--- config.mk ---
export PLATFORM = sky130hd
export DESIGN_NAME = vend_transaction
export DESIGN_NICKNAME = d
export VERILOG_FILES = /design/src/rtl/vend_pkg.sv /design/src/rtl/vend_evaluate.sv /design/src/rtl/vend_transaction.sv
export SDC_FILE = /design/constraint.sdc
export NUM_CORES = 1
export LEC_CHECK = 0
export BUFFER_PORTS_ARGS = -buffer_cell sky130_fd_sc_hd__buf_2
export CAP_MARGIN = 20
export CORE_MARGIN = 3
export CORE_UTILIZATION = 51
export DETAILED_ROUTE_END_ITERATION = 10
export PLACE_DENSITY = 0.75
export REMOVE_ABC_BUFFERS = 1
export SLEW_MARGIN = 20
export SYNTH_ARGS = -nofsm -noshare
export SYNTH_HDL_FRONTEND = slang
export SYNTH_HIERARCHICAL = 1
export SYNTH_SLANG_ARGS = --single-unit
--- constraint.sdc ---
create_clock -name clock -period 2.7 [get_ports clock]
set_input_delay 0.27 -clock clock [delete_from_list [all_inputs] [get_ports clock]]
set_output_delay 0.27 -clock clock [all_outputs]
set_load 0.01 [all_outputs]
--- src/rtl/vend_pkg.sv ---
// Shared types for the vending transaction controller: FSM states, result codes
// and the mode encoding of the money-fetch stage.
package vend_pkg;

    typedef enum logic [2:0] {
        IDLE     = 3'd0,
        REQ_CUST = 3'd1,
        CAP_CUST = 3'd2,
        REQ_MACH = 3'd3,
        CAP_MACH = 3'd4,
        EVAL     = 3'd5,
        DONE     = 3'd6
    } state_t;

    typedef enum logic [2:0] {
        OK           = 3'd0,
        INSUFFICIENT = 3'd1,
        NO_CHANGE    = 3'd2,
        FULL         = 3'd3,
        CANCEL       = 3'd4
    } status_t;

    localparam logic MODE_MACHINE  = 1'b0;
    localparam logic MODE_CUSTOMER = 1'b1;

endpackage

--- src/rtl/vend_evaluate.sv ---
// Purchase decision: compares captured customer/machine money against the price
// and produces the sale outcome. Purely combinational.
module vend_evaluate
    import vend_pkg::*;
#(
    parameter int MONEY_W = 4
) (
    input  logic [MONEY_W-1:0] cust_i,
    input  logic [MONEY_W-1:0] mach_i,
    input  logic [MONEY_W-1:0] price_i,
    output logic               dispense_o,
    output logic [MONEY_W-1:0] change_o,
    output logic [MONEY_W-1:0] new_mach_o,
    output status_t            status_o
);

    localparam logic [MONEY_W:0] MAX_V = {1'b0, {MONEY_W{1'b1}}};

    // One extra bit so the difference and sum never wrap silently.
    logic [MONEY_W:0] cust_w, mach_w, price_w, diff_w, sum_w;

    assign cust_w  = {1'b0, cust_i};
    assign mach_w  = {1'b0, mach_i};
    assign price_w = {1'b0, price_i};
    assign diff_w  = cust_w - price_w;
    assign sum_w   = mach_w + price_w;

    always_comb begin
        dispense_o = 1'b0;
        change_o   = cust_i;
        new_mach_o = mach_i;
        status_o   = OK;
        if (cust_w < price_w) begin
            status_o = INSUFFICIENT;
        end else if (diff_w > mach_w) begin
            status_o = NO_CHANGE;
        end else if (sum_w > MAX_V) begin
            status_o = FULL;
        end else begin
            dispense_o = 1'b1;
            change_o   = diff_w[MONEY_W-1:0];
            new_mach_o = sum_w[MONEY_W-1:0];
        end
    end

endmodule

--- src/rtl/vend_transaction.sv ---
// Transaction controller behind the money-fetch stage: sequences customer and
// machine money fetches, evaluates the sale and registers the outcome.
module vend_transaction
    import vend_pkg::*;
#(
    parameter int MONEY_W = 4,
    parameter int PRICE_0 = 3,
    parameter int PRICE_1 = 5,
    parameter int PRICE_2 = 7,
    parameter int PRICE_3 = 10
) (
    input  logic               clock,
    input  logic               reset_n,
    input  logic               start,
    input  logic               cancel,
    input  logic [1:0]         productSel,
    input  logic [MONEY_W-1:0] moneyIn,
    output logic               moneyMode,
    output logic               busy,
    output logic               done,
    output logic               dispense,
    output logic               refund,
    output logic [MONEY_W-1:0] change,
    output logic [MONEY_W-1:0] newMachineMoney,
    output logic               saveEn,
    output logic [2:0]         status
);

    function automatic logic [MONEY_W-1:0] price_of(input logic [1:0] sel);
        case (sel)
            2'd0:    return MONEY_W'(PRICE_0);
            2'd1:    return MONEY_W'(PRICE_1);
            2'd2:    return MONEY_W'(PRICE_2);
            default: return MONEY_W'(PRICE_3);
        endcase
    endfunction

    state_t             state_q;
    status_t            status_q;
    logic [MONEY_W-1:0] cust_q, mach_q, price_q;
    logic [MONEY_W-1:0] change_q, newmach_q;
    logic               busy_q, done_q, dispense_q, refund_q, save_q;

    logic               ev_dispense;
    logic [MONEY_W-1:0] ev_change, ev_newmach;
    status_t            ev_status;
    logic               cancel_hit, cancel_late;

    vend_evaluate #(.MONEY_W(MONEY_W)) u_eval (
        .cust_i     (cust_q),
        .mach_i     (mach_q),
        .price_i    (price_q),
        .dispense_o (ev_dispense),
        .change_o   (ev_change),
        .new_mach_o (ev_newmach),
        .status_o   (ev_status)
    );

    // Once the customer money is captured a cancel has to hand it back.
    assign cancel_late = (state_q == REQ_MACH) || (state_q == CAP_MACH);
    assign cancel_hit  = cancel && ((state_q == REQ_CUST) || (state_q == CAP_CUST) || cancel_late);

    always_ff @(posedge clock or negedge reset_n) begin
        if (!reset_n) begin
            state_q    <= IDLE;
            status_q   <= OK;
            cust_q     <= '0;
            mach_q     <= '0;
            price_q    <= '0;
            change_q   <= '0;
            newmach_q  <= '0;
            busy_q     <= 1'b0;
            done_q     <= 1'b0;
            dispense_q <= 1'b0;
            refund_q   <= 1'b0;
            save_q     <= 1'b0;
        end else if (cancel_hit) begin
            state_q    <= DONE;
            done_q     <= 1'b1;
            refund_q   <= 1'b1;
            change_q   <= cancel_late ? cust_q : '0;
            newmach_q  <= '0;
            status_q   <= CANCEL;
        end else begin
            case (state_q)
                IDLE: begin
                    if (start) begin
                        state_q   <= REQ_CUST;
                        busy_q    <= 1'b1;
                        price_q   <= price_of(productSel);
                        change_q  <= '0;
                        newmach_q <= '0;
                        status_q  <= OK;
                    end
                end
                REQ_CUST: state_q <= CAP_CUST;
                CAP_CUST: begin
                    state_q <= REQ_MACH;
                    cust_q  <= moneyIn;
                end
                REQ_MACH: state_q <= CAP_MACH;
                CAP_MACH: begin
                    state_q <= EVAL;
                    mach_q  <= moneyIn;
                end
                EVAL: begin
                    state_q    <= DONE;
                    done_q     <= 1'b1;
                    dispense_q <= ev_dispense;
                    refund_q   <= ~ev_dispense;
                    save_q     <= ev_dispense;
                    change_q   <= ev_change;
                    newmach_q  <= ev_newmach;
                    status_q   <= ev_status;
                end
                DONE: begin
                    state_q    <= IDLE;
                    busy_q     <= 1'b0;
                    done_q     <= 1'b0;
                    dispense_q <= 1'b0;
                    refund_q   <= 1'b0;
                    save_q     <= 1'b0;
                end
                default: state_q <= IDLE;
            endcase
        end
    end

    assign moneyMode       = ((state_q == REQ_CUST) || (state_q == CAP_CUST)) ? MODE_CUSTOMER : MODE_MACHINE;
    assign busy            = busy_q;
    assign done            = done_q;
    assign dispense        = dispense_q;
    assign refund          = refund_q;
    assign saveEn          = save_q;
    assign change          = change_q;
    assign newMachineMoney = newmach_q;
    assign status          = status_q;

endmodule

==> impl_metrics.env <==
export IMPL_status="finished with violations"
export IMPL_violations="negative setup slack"
export IMPL_clkLatencyLatePin_ps=280
export IMPL_netlist_top_cells_count="dfrtp_1 (30), inv_1 (22), nand2_1 (18)"
export IMPL_drc_errors=0
export IMPL_initial_utilization_pct=55.10
export IMPL_clkSlewWorstSetupHoldPaths_ps=60
export IMPL_ys_ff_latch=30
export IMPL_hold_path_class="primary input to async pin"
export IMPL_hpwl_um=2972
export IMPL_die_w_um=67.45
export IMPL_startpoint="cust_q[1]"
export IMPL_rsz0062_at_grt="yes"
export IMPL_cap_violations=0
export IMPL_first_pass_iters=4
export IMPL_root_buffer="clkbuf_8"
export IMPL_start_kind="flop"
export IMPL_drt_total_wl_um=4407
export IMPL_ys_seq_area_share_pct=38.99
export IMPL_core_um2=3495
export IMPL_cpMaxStageDelayCell="fa_1"
export IMPL_clock_path_buffers=2
export IMPL_rows=21
export IMPL_syn_inst=194
export IMPL_grt_pass1_vias=1488
export IMPL_yosysTopAreaCellShare_pct=38.99
export IMPL_worstPathArrival_ps=3020
export IMPL_synth_area_leaders="dfrtp_1 (39%), ha_1 (9.1%), mux2_2 (4.7%)"
export IMPL_dr_max_layer_used="met4"
export IMPL_period_needed_ps=2857
export IMPL_reg2regPathDepth=12
export IMPL_htree_num_levels=2
export IMPL_fin_crit_sh_pct=105.8
export IMPL_cp_num_buf_inv=4
export IMPL_yosys_area_top_type="dfrtp_1"
export IMPL_die_h_um=67.45
export IMPL_synth_edf_count=0
export IMPL_wl_met2_um=2184
export IMPL_setup_violations_final=10
export IMPL_crit_chain="buf_6, inv_4, fa_1, inv_2, ha_4, nor2b_1, o211ai_1, a21oi_2, nor3_4, buf_6, mux2_4, a22o_1"
export IMPL_cp_common_cell="buf_6"
export IMPL_ant_nets=0
export IMPL_critPathMaxFanout=3
export IMPL_worstSetupEndpoint="newMachineMoney[0]"
export IMPL_io_buffers=26
export IMPL_synth_area_um2=1926
export IMPL_wl_met1_um=2008
export IMPL_crit_path_end_kind="flop"
export IMPL_r2r_end="newMachineMoney[0]"
export IMPL_grt_max_degree=31
export IMPL_regToRegStartpoint="cust_q[1]"
export IMPL_vias=1576
export IMPL_synth_distinct_cells=46
export IMPL_place_gp_congestion=0.8343
export IMPL_diodes=0
export IMPL_layout_cells_non_filler=287
export IMPL_syn2layout_area_growth_pct=26.51
export IMPL_crit_family="adder cells"
export IMPL_grt_overflow=0
export IMPL_wl_per_cell_um=15.36
export IMPL_ios=27
export IMPL_criticalPathCategory="flop to flop"
export IMPL_antenna_found_initial=0
export IMPL_drive_gt1_share_pct=37.76
export IMPL_hold_viol=0
export IMPL_worstMarginPinSlew_ps=702.6
export IMPL_fp_dieArea_um2=4549
export IMPL_syn_mean_instance_area_um2=9.926
export IMPL_fin_skew_ps=4.650
export IMPL_yosysMostFrequentCell="dfrtp_1"
export IMPL_viasPerCell=5.491
export IMPL_critPathRequiredTime_ps=2860
export IMPL_fmax_mhz=350.0
export IMPL_numCtsBuffers=5
export IMPL_place_inst=271
export IMPL_synth_async_reset_ratio_pct=100.0
export IMPL_synth_main_ff_cell="dfrtp_1"
export IMPL_slew_viol_final=0
export IMPL_cts_sinks=30
export IMPL_slew_headroom_pct=53.04
export IMPL_fin_nets=267
export IMPL_reg2reg_slack_ps=-160
export IMPL_dr_wl_met3_um=153
export IMPL_drt_iter0_drc=90
export IMPL_yosysWarnings=6
export IMPL_critical_path_max_stage_delay_ps=590
export IMPL_cts_tree="yes"
export IMPL_worst_slack_ps=-157.2
export IMPL_grtUsageTotal_pct=21.60
export IMPL_grt_pass1_wl_um=7024
export IMPL_cp_depth=12
==> placed cells by master (no fill, tap or decap), types with 4 or more instances in the layout <==
master and instances:
a21oi_1 7, a22o_1 7, buf_2 26, buf_4 21
buf_6 4, clkbuf_8 5, dfrtp_1 30, ha_1 11
inv_1 18, mux2_2 4, mux2_4 5, mux2i_1 5
nand2_1 16, nand2b_1 5, nor2_1 9, o21ai_0 12
==> layout make-up <==
type | instances | area (um2)
inverters | 22 | 85.08
well taps | 46 | 57.56
fillers | 252 | 1059
repair buffers | 51 | 332.8
multi-input cells | 131 | 1134
clock buffers | 7 | 76.32
flip-flops and latches | 30 | 750.7
==> stage by stage <==
step | cell area [um2] | util, % | hold slack [ps] | setup WS (ps) | setup TNS (ps)
after floorplan | 1858 | - | -25.59 | -221.0 | -824.5
after global placement | 2166 | 61.98 | 343.4 | -223.5 | -1617
after detailed placement | 2166 | 61.98 | 350.4 | -298.7 | -2159
after CTS | 2362 | 67.60 | 40.08 | -104.6 | -444.5
after global routing | 2436 | 69.71 | 56.21 | -304.9 | -2505
final | 2436 | 69.71 | 23.93 | -157.2 | -1002
==> worst register-to-register path, cell delays in order, from the launching register on <==
cell and delay (ps):
dfrtp_1 440, buf_6 140, inv_4 30, fa_1 590, inv_2 60, ha_4 210
nor2b_1 120, o211ai_1 180, a21oi_2 110, nor3_4 210, buf_6 150, mux2_4 300
a22o_1 210
==> state kept, by name, summed over array words and instances (netlist names) <==
signal and flops:
cust_q 4, refund 1, newMachineMoney 4, mach_q 4, saveEn 1, state_q 3, status 3, change 4
busy 1, price_q 4, done 1
==> cell families (layout without fill, tap and decap cells) <==
family / count (synthesis) / after routing / synth area share, %
AOI/OAI and AO/OA: 49 / 49 / 17.80
xor gates and xnor gates: 3 / 3 / 1.365
adders and majority gates: 17 / 17 / 11.70
buffers and inverters: 33 / 80 / 7.797
DFF: 30 / 30 / 38.99
muxes: 14 / 14 / 8.057
other: 1 / 1 / 0.1947
and+or+nand+nor: 47 / 47 / 14.10
==> repair_timing <==
item	CTS	global route
hold buffers	0	0
buffers inserted	6	4
pin swaps	6	7
resized for setup	18	11
endpoints found under the setup margin	10	10
==> worst min-delay path by stage <==
stage	slack, ps	endpoint	depth (start not counted)
floorplan	-30	busy	0
global placement	340	status[0]	1
detailed placement	350	status[0]	1
CTS	40	status[0]	1
global route	60	status[0]	1
finish	20	status[0]	1
==> metal layers <==
layer  vias to the layer above  GRT usage [%]
li1                        769              -
met1                       775          28.93
met2                        28          33.13
met3                         4          5.990
met4                         0          8.354
met5                         -              0
Power is left out: the tool's default activity adds up to more than one toggle a clock period on the data nets, which glitch-free logic cannot reach.
